--- config.mk ---
export PLATFORM = sky130hd
export DESIGN_NAME = cache_mem_arbiter
export DESIGN_NICKNAME = d
export VERILOG_FILES = /design/src/rtl/cache_mem_arbiter_pkg.sv /design/src/rtl/cache_mem_arbiter.sv
export SDC_FILE = /design/constraint.sdc
export NUM_CORES = 1
export LEC_CHECK = 0
export ABC_CLOCK_PERIOD_IN_PS = 12520
export CAP_MARGIN = 20
export CELL_PAD_IN_SITES_DETAIL_PLACEMENT = 1
export CELL_PAD_IN_SITES_GLOBAL_PLACEMENT = 2
export CORE_AREA = 5 5 538 540
export CTS_BUF_LIST = sky130_fd_sc_hd__clkbuf_4
export DETAILED_ROUTE_END_ITERATION = 8
export DIE_AREA = 0 0 543 545
export GPL_TIMING_DRIVEN = 0
export PLACE_DENSITY = 0.36
export SETUP_SLACK_MARGIN = 0.3
export SYNTH_ARGS = -nofsm -noshare
export SYNTH_HDL_FRONTEND = slang
export SYNTH_SLANG_ARGS = --single-unit
--- constraint.sdc ---
create_clock -name clk -period 12.52 [get_ports clk]
set_clock_uncertainty 0.2 [all_clocks]
set_input_delay 2.504 -clock clk [delete_from_list [all_inputs] [get_ports clk]]
set_output_delay 2.504 -clock clk [all_outputs]
set_load 0.02 [all_outputs]
--- src/rtl/cache_mem_arbiter_pkg.sv ---
// ============================================================================
// Module : arb_types (package)
// Brief  : Shared state encoding and line width for the cache/memory arbiter.
// Rev    : 1.0
// ============================================================================
`default_nettype none

package arb_types;

    localparam int LINE_W = 256;

    typedef enum logic [1:0] {
        IDLE    = 2'd0,
        SERVE_I = 2'd1,
        SERVE_D = 2'd2,
        DONE    = 2'd3
    } arb_state_t;

endpackage

`default_nettype wire

--- src/rtl/cache_mem_arbiter.sv ---
// ============================================================================
// Module : cache_mem_arbiter
// Brief  : Shares one pmem port between I-cache fills and D-cache fills/writebacks.
// Rev    : 1.0
// ============================================================================
`default_nettype none

module cache_mem_arbiter
    import arb_types::*;
#(
    parameter int ADDR_W       = 32,
    parameter int LINE_W       = 256,
    parameter int STARVE_LIMIT = 4
) (
    input  logic              clk,
    input  logic              rst,

    input  logic              i_pmem_read,
    input  logic [ADDR_W-1:0] i_pmem_address,
    output logic [LINE_W-1:0] i_pmem_rdata,
    output logic              i_pmem_resp,

    input  logic              d_pmem_read,
    input  logic              d_pmem_write,
    input  logic [ADDR_W-1:0] d_pmem_address,
    input  logic [LINE_W-1:0] d_pmem_wdata,
    output logic [LINE_W-1:0] d_pmem_rdata,
    output logic              d_pmem_resp,

    output logic              pmem_read,
    output logic              pmem_write,
    output logic [ADDR_W-1:0] pmem_addr,
    output logic [LINE_W-1:0] pmem_wdata,
    input  logic [LINE_W-1:0] pmem_rdata,
    input  logic              pmem_resp
);

    localparam logic [3:0] STARVE_MAX = 4'(STARVE_LIMIT);

    arb_state_t        state_q, state_d;
    logic [3:0]        starve_q, starve_d;
    logic              read_q, read_d;
    logic              write_q, write_d;
    logic [ADDR_W-1:0] addr_q, addr_d;
    logic [LINE_W-1:0] wdata_q, wdata_d;

    logic              d_req, i_req;
    logic              grant_i, grant_d;

    always_comb begin
        d_req       = d_pmem_read | d_pmem_write;
        i_req       = i_pmem_read;
        grant_i     = 1'b0;
        grant_d     = 1'b0;
        state_d     = state_q;
        starve_d    = starve_q;
        read_d      = read_q;
        write_d     = write_q;
        addr_d      = addr_q;
        wdata_d     = wdata_q;
        i_pmem_resp = 1'b0;
        d_pmem_resp = 1'b0;

        case (state_q)
            IDLE: begin
                if (i_req && (starve_q == STARVE_MAX)) begin
                    grant_i = 1'b1;
                end else if (d_req) begin
                    grant_d = 1'b1;
                end else if (i_req) begin
                    grant_i = 1'b1;
                end

                if (grant_i) begin
                    state_d  = SERVE_I;
                    starve_d = 4'd0;
                    read_d   = 1'b1;
                    write_d  = 1'b0;
                    addr_d   = i_pmem_address;
                end else if (grant_d) begin
                    state_d  = SERVE_D;
                    // Count only D grants that actually made I wait.
                    if (i_req) begin
                        starve_d = (starve_q == STARVE_MAX) ? starve_q : starve_q + 4'd1;
                    end else begin
                        starve_d = 4'd0;
                    end
                    write_d  = d_pmem_write;
                    read_d   = ~d_pmem_write;
                    addr_d   = d_pmem_address;
                    if (d_pmem_write) begin
                        wdata_d = d_pmem_wdata;
                    end
                end
            end
            SERVE_I: begin
                i_pmem_resp = pmem_resp;
                if (pmem_resp) begin
                    state_d = DONE;
                    read_d  = 1'b0;
                    write_d = 1'b0;
                end
            end
            SERVE_D: begin
                d_pmem_resp = pmem_resp;
                if (pmem_resp) begin
                    state_d = DONE;
                    read_d  = 1'b0;
                    write_d = 1'b0;
                end
            end
            DONE:    state_d = IDLE;
            default: state_d = IDLE;
        endcase
    end

    always_ff @(posedge clk or posedge rst) begin
        if (rst) begin
            state_q  <= IDLE;
            starve_q <= 4'd0;
            read_q   <= 1'b0;
            write_q  <= 1'b0;
            addr_q   <= '0;
            wdata_q  <= '0;
        end else begin
            state_q  <= state_d;
            starve_q <= starve_d;
            read_q   <= read_d;
            write_q  <= write_d;
            addr_q   <= addr_d;
            wdata_q  <= wdata_d;
        end
    end

    assign pmem_read    = read_q;
    assign pmem_write   = write_q;
    assign pmem_addr    = addr_q;
    assign pmem_wdata   = wdata_q;
    assign i_pmem_rdata = pmem_rdata;
    assign d_pmem_rdata = pmem_rdata;

    // Dual read+write from the D-cache is serviced as a write; flag it in simulation.
    always @(posedge clk) begin
        if (!rst && grant_d) begin
            assert (!(d_pmem_read && d_pmem_write))
                else $warning("cache_mem_arbiter: D read and write both set, servicing write");
        end
        assert (!(read_q && write_q))
            else $error("cache_mem_arbiter: pmem_read and pmem_write both high");
    end

endmodule

`default_nettype wire

# After elaboration in Yosys (flattened, before gate mapping)
# Index checks and enable logic that the tools add are counted.
[word_totals]
regBits = 296
output_inout_bits = 804
[op_classes]
addsub = 1
n_eq_ne = 7
mux = 26
n_bitwise = 3
reduce_logical = 10
[op_table]
columns = ["cell", "n"]
rows = [
  ["$mux 32", 2],
  ["$mux 4", 4],
  ["$mux 1", 14],
  ["$mux 2", 3],
  ["$pmux 2 s3", 1],
  ["$reduce_and 3->1", 2],
  ["$add 4x1->4 const B", 1],
  ["$eq 2x2->1 const B", 2],
  ["$eq 4x3->1 const B", 1],
  ["$pmux 1 s2", 2],
  ["$reduce_and 2->1", 2],
  ["$reduce_and 4->1", 1],
  ["$reduce_bool 2->1", 2],
  ["$ne 3x2->1 const B", 1],
  ["$ne 3x3->1 const B", 1],
  ["$eq 2x1->1 const B", 1],
  ["$logic_not 2->1", 1],
  ["$ne 2x1->1 const B", 1],
  ["$not 1->1", 2],
  ["$reduce_or 2->1", 1],
  ["$logic_and 1x1->1", 1],
  ["$or 1x1->1", 1],
]

# Logic depth before layout (Yosys ltp)
[depth]
ltp_word = 7
depth_mapped = 8
depth_no_buf = 5

# Worst setup path after synthesis
# No wires, ideal clock.
[synth_timing]
path_type = "input to output"
start = "in pmem_resp"
end = "out d_pmem_resp"
arrival_time_ps = 2720
t_required_ps = 9816
path_slack_ps = 7096
stages = 1
cell_sequence = "and2_1"
[synth_between]
elab_chain_cells = 1
[synth_lines]
columns = ["item", "line", "rtl"]
rows = [
  ["start, declared", "cache_mem_arbiter.sv:35", "input logic pmem_resp"],
  ["$mux 1", "cache_mem_arbiter.sv:64", "case (state_q)"],
  ["end, declared", "cache_mem_arbiter.sv:28", "output logic d_pmem_resp,"],
]
# Every way passes these cells.

# Worst setup path in the final report
[layout_timing]
start = "in pmem_resp"
end = "out i_pmem_resp"
[layout_between]
elab_chain_cells = 1
[layout_lines]
columns = ["item", "line", "rtl"]
rows = [
  ["$mux 1", "cache_mem_arbiter.sv:64", ""],
  ["end, declared", "cache_mem_arbiter.sv:21", "output logic i_pmem_resp,"],
]
# Every way passes these cells.

==> impl_metrics.prom <==
# TYPE chip_impl_metric gauge
chip_impl_info{name="rsz0062_at_grt",value="false"} 1
chip_impl_metric{name="viasPerCell",unit=""} 2.31
chip_impl_metric{name="cts-buffers-inserted",unit=""} 101
chip_impl_info{name="status",value="finished clean"} 1
chip_impl_info{name="cp-startpoint",value="pmem_resp"} 1
chip_impl_metric{name="clock_path_buffers",unit=""} 3
chip_impl_metric{name="die_h",unit="µm"} 545
chip_impl_info{name="min_path_type",value="register to register"} 1
chip_impl_metric{name="fillerInstances",unit=""} 33100
chip_impl_metric{name="global_route.overflow_total",unit=""} 0
chip_impl_info{name="clk_root_buffer_cell",value="clkbuf_4"} 1
chip_impl_metric{name="finalSetupViolCount",unit=""} 0
chip_impl_metric{name="synth-seq-cells",unit=""} 296
chip_impl_info{name="postSynth.topFlopCell",value="dfrtp_1"} 1
chip_impl_metric{name="cts-htree-levels",unit=""} 3
chip_impl_metric{name="path_buf_inv",unit=""} 2
chip_impl_metric{name="post_drt_wl_per_cell",unit="µm"} 23.3
chip_impl_metric{name="grt_antenna_before_repair",unit=""} 54
chip_impl_metric{name="final_period_minus_worst_setup_slack",unit="ns"} 6.55
chip_impl_metric{name="synth-seq-area-share",unit="%"} 44.8
chip_impl_metric{name="critical_path_arrival",unit="ns"} 3.85
chip_impl_metric{name="timing.setup.tns",unit="ns"} 0
chip_impl_metric{name="hold_slack",unit="ns"} 0.288
chip_impl_info{name="start_kind",value="input pin"} 1
chip_impl_metric{name="global_route.usage.total",unit="%"} 9.49
chip_impl_metric{name="synth_edf_count",unit=""} 0
chip_impl_metric{name="routed_wirelength",unit="µm"} 149000
chip_impl_metric{name="share_of_final_layout_standard_cells_stronger_than_drive_strength_1",unit="%"} 36.3
chip_impl_metric{name="detailed_place.area",unit="µm²"} 32600
chip_impl_metric{name="yosysUniqueCellTypes",unit=""} 36
chip_impl_metric{name="power_per_cell_area",unit="nW/µm²"} 196
chip_impl_metric{name="detailedPlacementHpwl",unit="µm"} 133000
chip_impl_info{name="critical_path.cell_chain",value="clkdlybuf4s50_1 > and2_1 > clkdlybuf4s50_1"} 1
chip_impl_metric{name="place.port_buffers",unit=""} 1129
chip_impl_metric{name="ir_drop",unit="µV"} 72.4
chip_impl_metric{name="worstRegToRegCells",unit=""} 8
chip_impl_metric{name="floorplan.die.width",unit="µm"} 543
chip_impl_metric{name="slew_violations",unit=""} 0
chip_impl_info{name="cp-endpoint",value="i_pmem_resp"} 1
chip_impl_metric{name="clk-insertion-delay-late",unit="ns"} 0.99
chip_impl_metric{name="start_util",unit="%"} 5.82
chip_impl_metric{name="maxcap_viol_count",unit=""} 0
chip_impl_metric{name="initialDrtViolationCount",unit=""} 456
chip_impl_metric{name="drt_pre_antenna_iters",unit=""} 4
chip_impl_metric{name="syn-cell-area",unit="µm²"} 16500
chip_impl_info{name="reg2reg_from",value="starve_q[0]$_DFFE_PP0P_"} 1
chip_impl_info{name="rr_endpoint",value="pmem_wdata[162]$_DFFE_PP0P_"} 1
chip_impl_info{name="synth_top_cells_by_count",value="512 x buf_4, 296 x dfrtp_1, 240 x mux2_4, 35 x nor2_1"} 1
chip_impl_metric{name="p_leak",unit="nW"} 13.5
chip_impl_info{name="critical_path.most_common_cell",value="clkdlybuf4s50_1"} 1
chip_impl_metric{name="number_of_resized_instances_in_the_post_cts_repair_step",unit=""} 0
chip_impl_metric{name="core",unit="µm²"} 284000
chip_impl_metric{name="number_of_global_route_vias_before_repair",unit=""} 16400
chip_impl_metric{name="die_area",unit="µm²"} 296000
chip_impl_metric{name="worstPathRequired",unit="ns"} 9.82
chip_impl_info{name="yosysMostFrequentCell",value="buf_4"} 1
chip_impl_metric{name="gp_congestion",unit=""} 0.773
chip_impl_metric{name="clkSlewWorstSetupHoldPaths",unit="ns"} 0.05
chip_impl_metric{name="ports_placed_on_the_boundary",unit=""} 1386
chip_impl_metric{name="timing.critical_path.slowest_cell_delay",unit="ns"} 0.65
chip_impl_metric{name="cts.hold.buffers_added",unit=""} 0
chip_impl_metric{name="grt_max_degree",unit=""} 101
chip_impl_info{name="critical-path-slowest-cell",value="clkdlybuf4s50_1"} 1
chip_impl_metric{name="placed_cells",unit=""} 6189
chip_impl_info{name="crit_type",value="input pin to output pin"} 1
chip_impl_metric{name="finish.net_count",unit=""} 3118
chip_impl_metric{name="portion_of_synthesized_cell_area_occupied_by_the_leading_cell_type",unit="%"} 44.8
chip_impl_metric{name="detail_route.drc_violations",unit=""} 0
chip_impl_metric{name="detailroute.via_count",unit=""} 14700
chip_impl_metric{name="number_of_stages_on_the_worst_setup_path",unit=""} 3
chip_impl_info{name="critPathTopFamily",value="buffers and inverters"} 1
chip_impl_metric{name="finalHoldViolCount",unit=""} 0
chip_impl_metric{name="grt_first_pass_wirelength",unit="µm"} 184000
chip_impl_info{name="crit_path_end_kind",value="output pin"} 1
chip_impl_metric{name="finish.cell_count_without_fillers",unit=""} 6365
chip_impl_metric{name="flow.area_growth_from_synthesis",unit="%"} 105
chip_impl_info{name="tritoncts_clock_tree",value="built"} 1
chip_impl_metric{name="postSynthCellCount",unit=""} 1295
chip_impl_metric{name="fin_area",unit="µm²"} 33800
chip_impl_metric{name="timing.final.crit_share",unit="%"} 52.4
chip_impl_metric{name="critPathMaxFanout",unit=""} 3
chip_impl_metric{name="post_synth.cell_area_avg",unit="µm²"} 12.8
chip_impl_metric{name="synth.net_count",unit=""} 1883
chip_impl_info{name="yosys-top-cells-area",value="dfrtp_1 45%, buf_4 23%, mux2_4 22%"} 1
chip_impl_metric{name="slew-limit-headroom",unit="%"} 46.1
chip_impl_metric{name="detail-route-antenna-nets",unit=""} 0
chip_impl_metric{name="synth.yosys.warnings",unit=""} 0
chip_impl_info{name="synthDominantAreaCellType",value="dfrtp_1"} 1
chip_impl_metric{name="cts_setup_buffers",unit=""} 0
chip_impl_metric{name="worst_slew_pin_slew",unit="ns"} 0.808
chip_impl_metric{name="async_reset_ff_share",unit="%"} 100
chip_impl_metric{name="core.rowCount",unit=""} 196
chip_impl_metric{name="r2r_slack",unit="ns"} 9.86
chip_impl_metric{name="tritoncts_num_sinks",unit=""} 296
chip_impl_metric{name="fmaxAchievable",unit="GHz"} 0.153
sequential cells by signal (all words and copies together), names as in the netlist:
register	count
state_q	2
pmem_write	1
starve_q	4
pmem_read	1
pmem_wdata	256
pmem_addr	32
final cells by class:
cell class                      count  area, µm²  area share (%)
Buffer                            566       4260            12.6
Inverter                            8       37.5           0.111
Multi-Input combinational cell    425       4840            14.3
Sequential cell                   296       7410            21.9
Tap cell                         3762       4710            13.9
Clock inverter                     16        105           0.311
Antenna cell                       22       55.1           0.163
Clock buffer                      138       1040            3.06
Timing Repair Buffer             1132      11400            33.7
worst min path at each step:
stage / end / start / cells past startpoint / slack (ns)
after floorplan: state_q[1]$_DFFE_PP0P_ / state_q[1]$_DFFE_PP0P_ / 1 / 0.30
after global placement: pmem_wdata[96]$_DFFE_PP0P_ / pmem_wdata[96]$_DFFE_PP0P_ / 1 / 0.27
after detailed placement: pmem_wdata[93]$_DFFE_PP0P_ / pmem_wdata[93]$_DFFE_PP0P_ / 1 / 0.28
after CTS: pmem_wdata[91]$_DFFE_PP0P_ / pmem_wdata[91]$_DFFE_PP0P_ / 1 / 0.30
after global routing: pmem_wdata[155]$_DFFE_PP0P_ / pmem_wdata[155]$_DFFE_PP0P_ / 1 / 0.32
final: pmem_wdata[91]$_DFFE_PP0P_ / pmem_wdata[91]$_DFFE_PP0P_ / 1 / 0.29
per-stage QoR:
step | util [%] | power [mW] | setup WS [ns]
2_1_floorplan | - | 3.59 | 1.64
3_3_place_gp | 11.5 | 5.76 | -5.48
3_5_place_dp | 11.5 | 5.76 | 5.92
4_1_cts | 11.9 | 6.89 | 5.91
5_1_grt | 11.9 | 7.08 | 5.90
6_report | 11.9 | 6.64 | 5.97
kinds of logic after synthesis:
logic type	after synthesis	synth area share (%)
buffers and inverters	574	25.9
AO/OA/AOI/OAI	77	3.27
adder cells (fa/ha/maj)	6	0.454
XOR/XNOR	1	0.0530
flip-flops	296	44.8
AND/OR/NAND/NOR	84	2.54
multiplexers	257	22.9
report_power, final:
part / leakage (nW) / switching (mW) / internal [mW]
Clock: 0.677 / 0.530 / 0.502
Sequential: 3.49 / 0.351 / 1.45
Combinational: 9.31 / 1.92 / 1.89
Total: 13.5 / 2.80 / 3.85
cell usage in the layout (no fill, tap or decap), drive strengths merged, types with 2 or more instances in the layout:
cell type	instances
a31oi	32
and2	2
buf	552
clkbuf	155
clkdlybuf4s50	1129
clkinv	11
clkinvlp	2
dfrtp	296
diode	22
ha	6
inv	11
mux2	256
nand2	2
nand3	33
nor2	35
nor2b	2
nor3	2
o211ai	33
o22ai	2
o31ai	4
routing by layer:
layer,global-route usage [%],vias up,wire [µm]
met2,16.2,991,71800
met3,4.82,165,17100
met5,0,-,116
li1,-,6411,-
met1,10.6,7133,57700
met4,1.82,16,1760
Note: power is estimated with default switching activity, not from simulation.
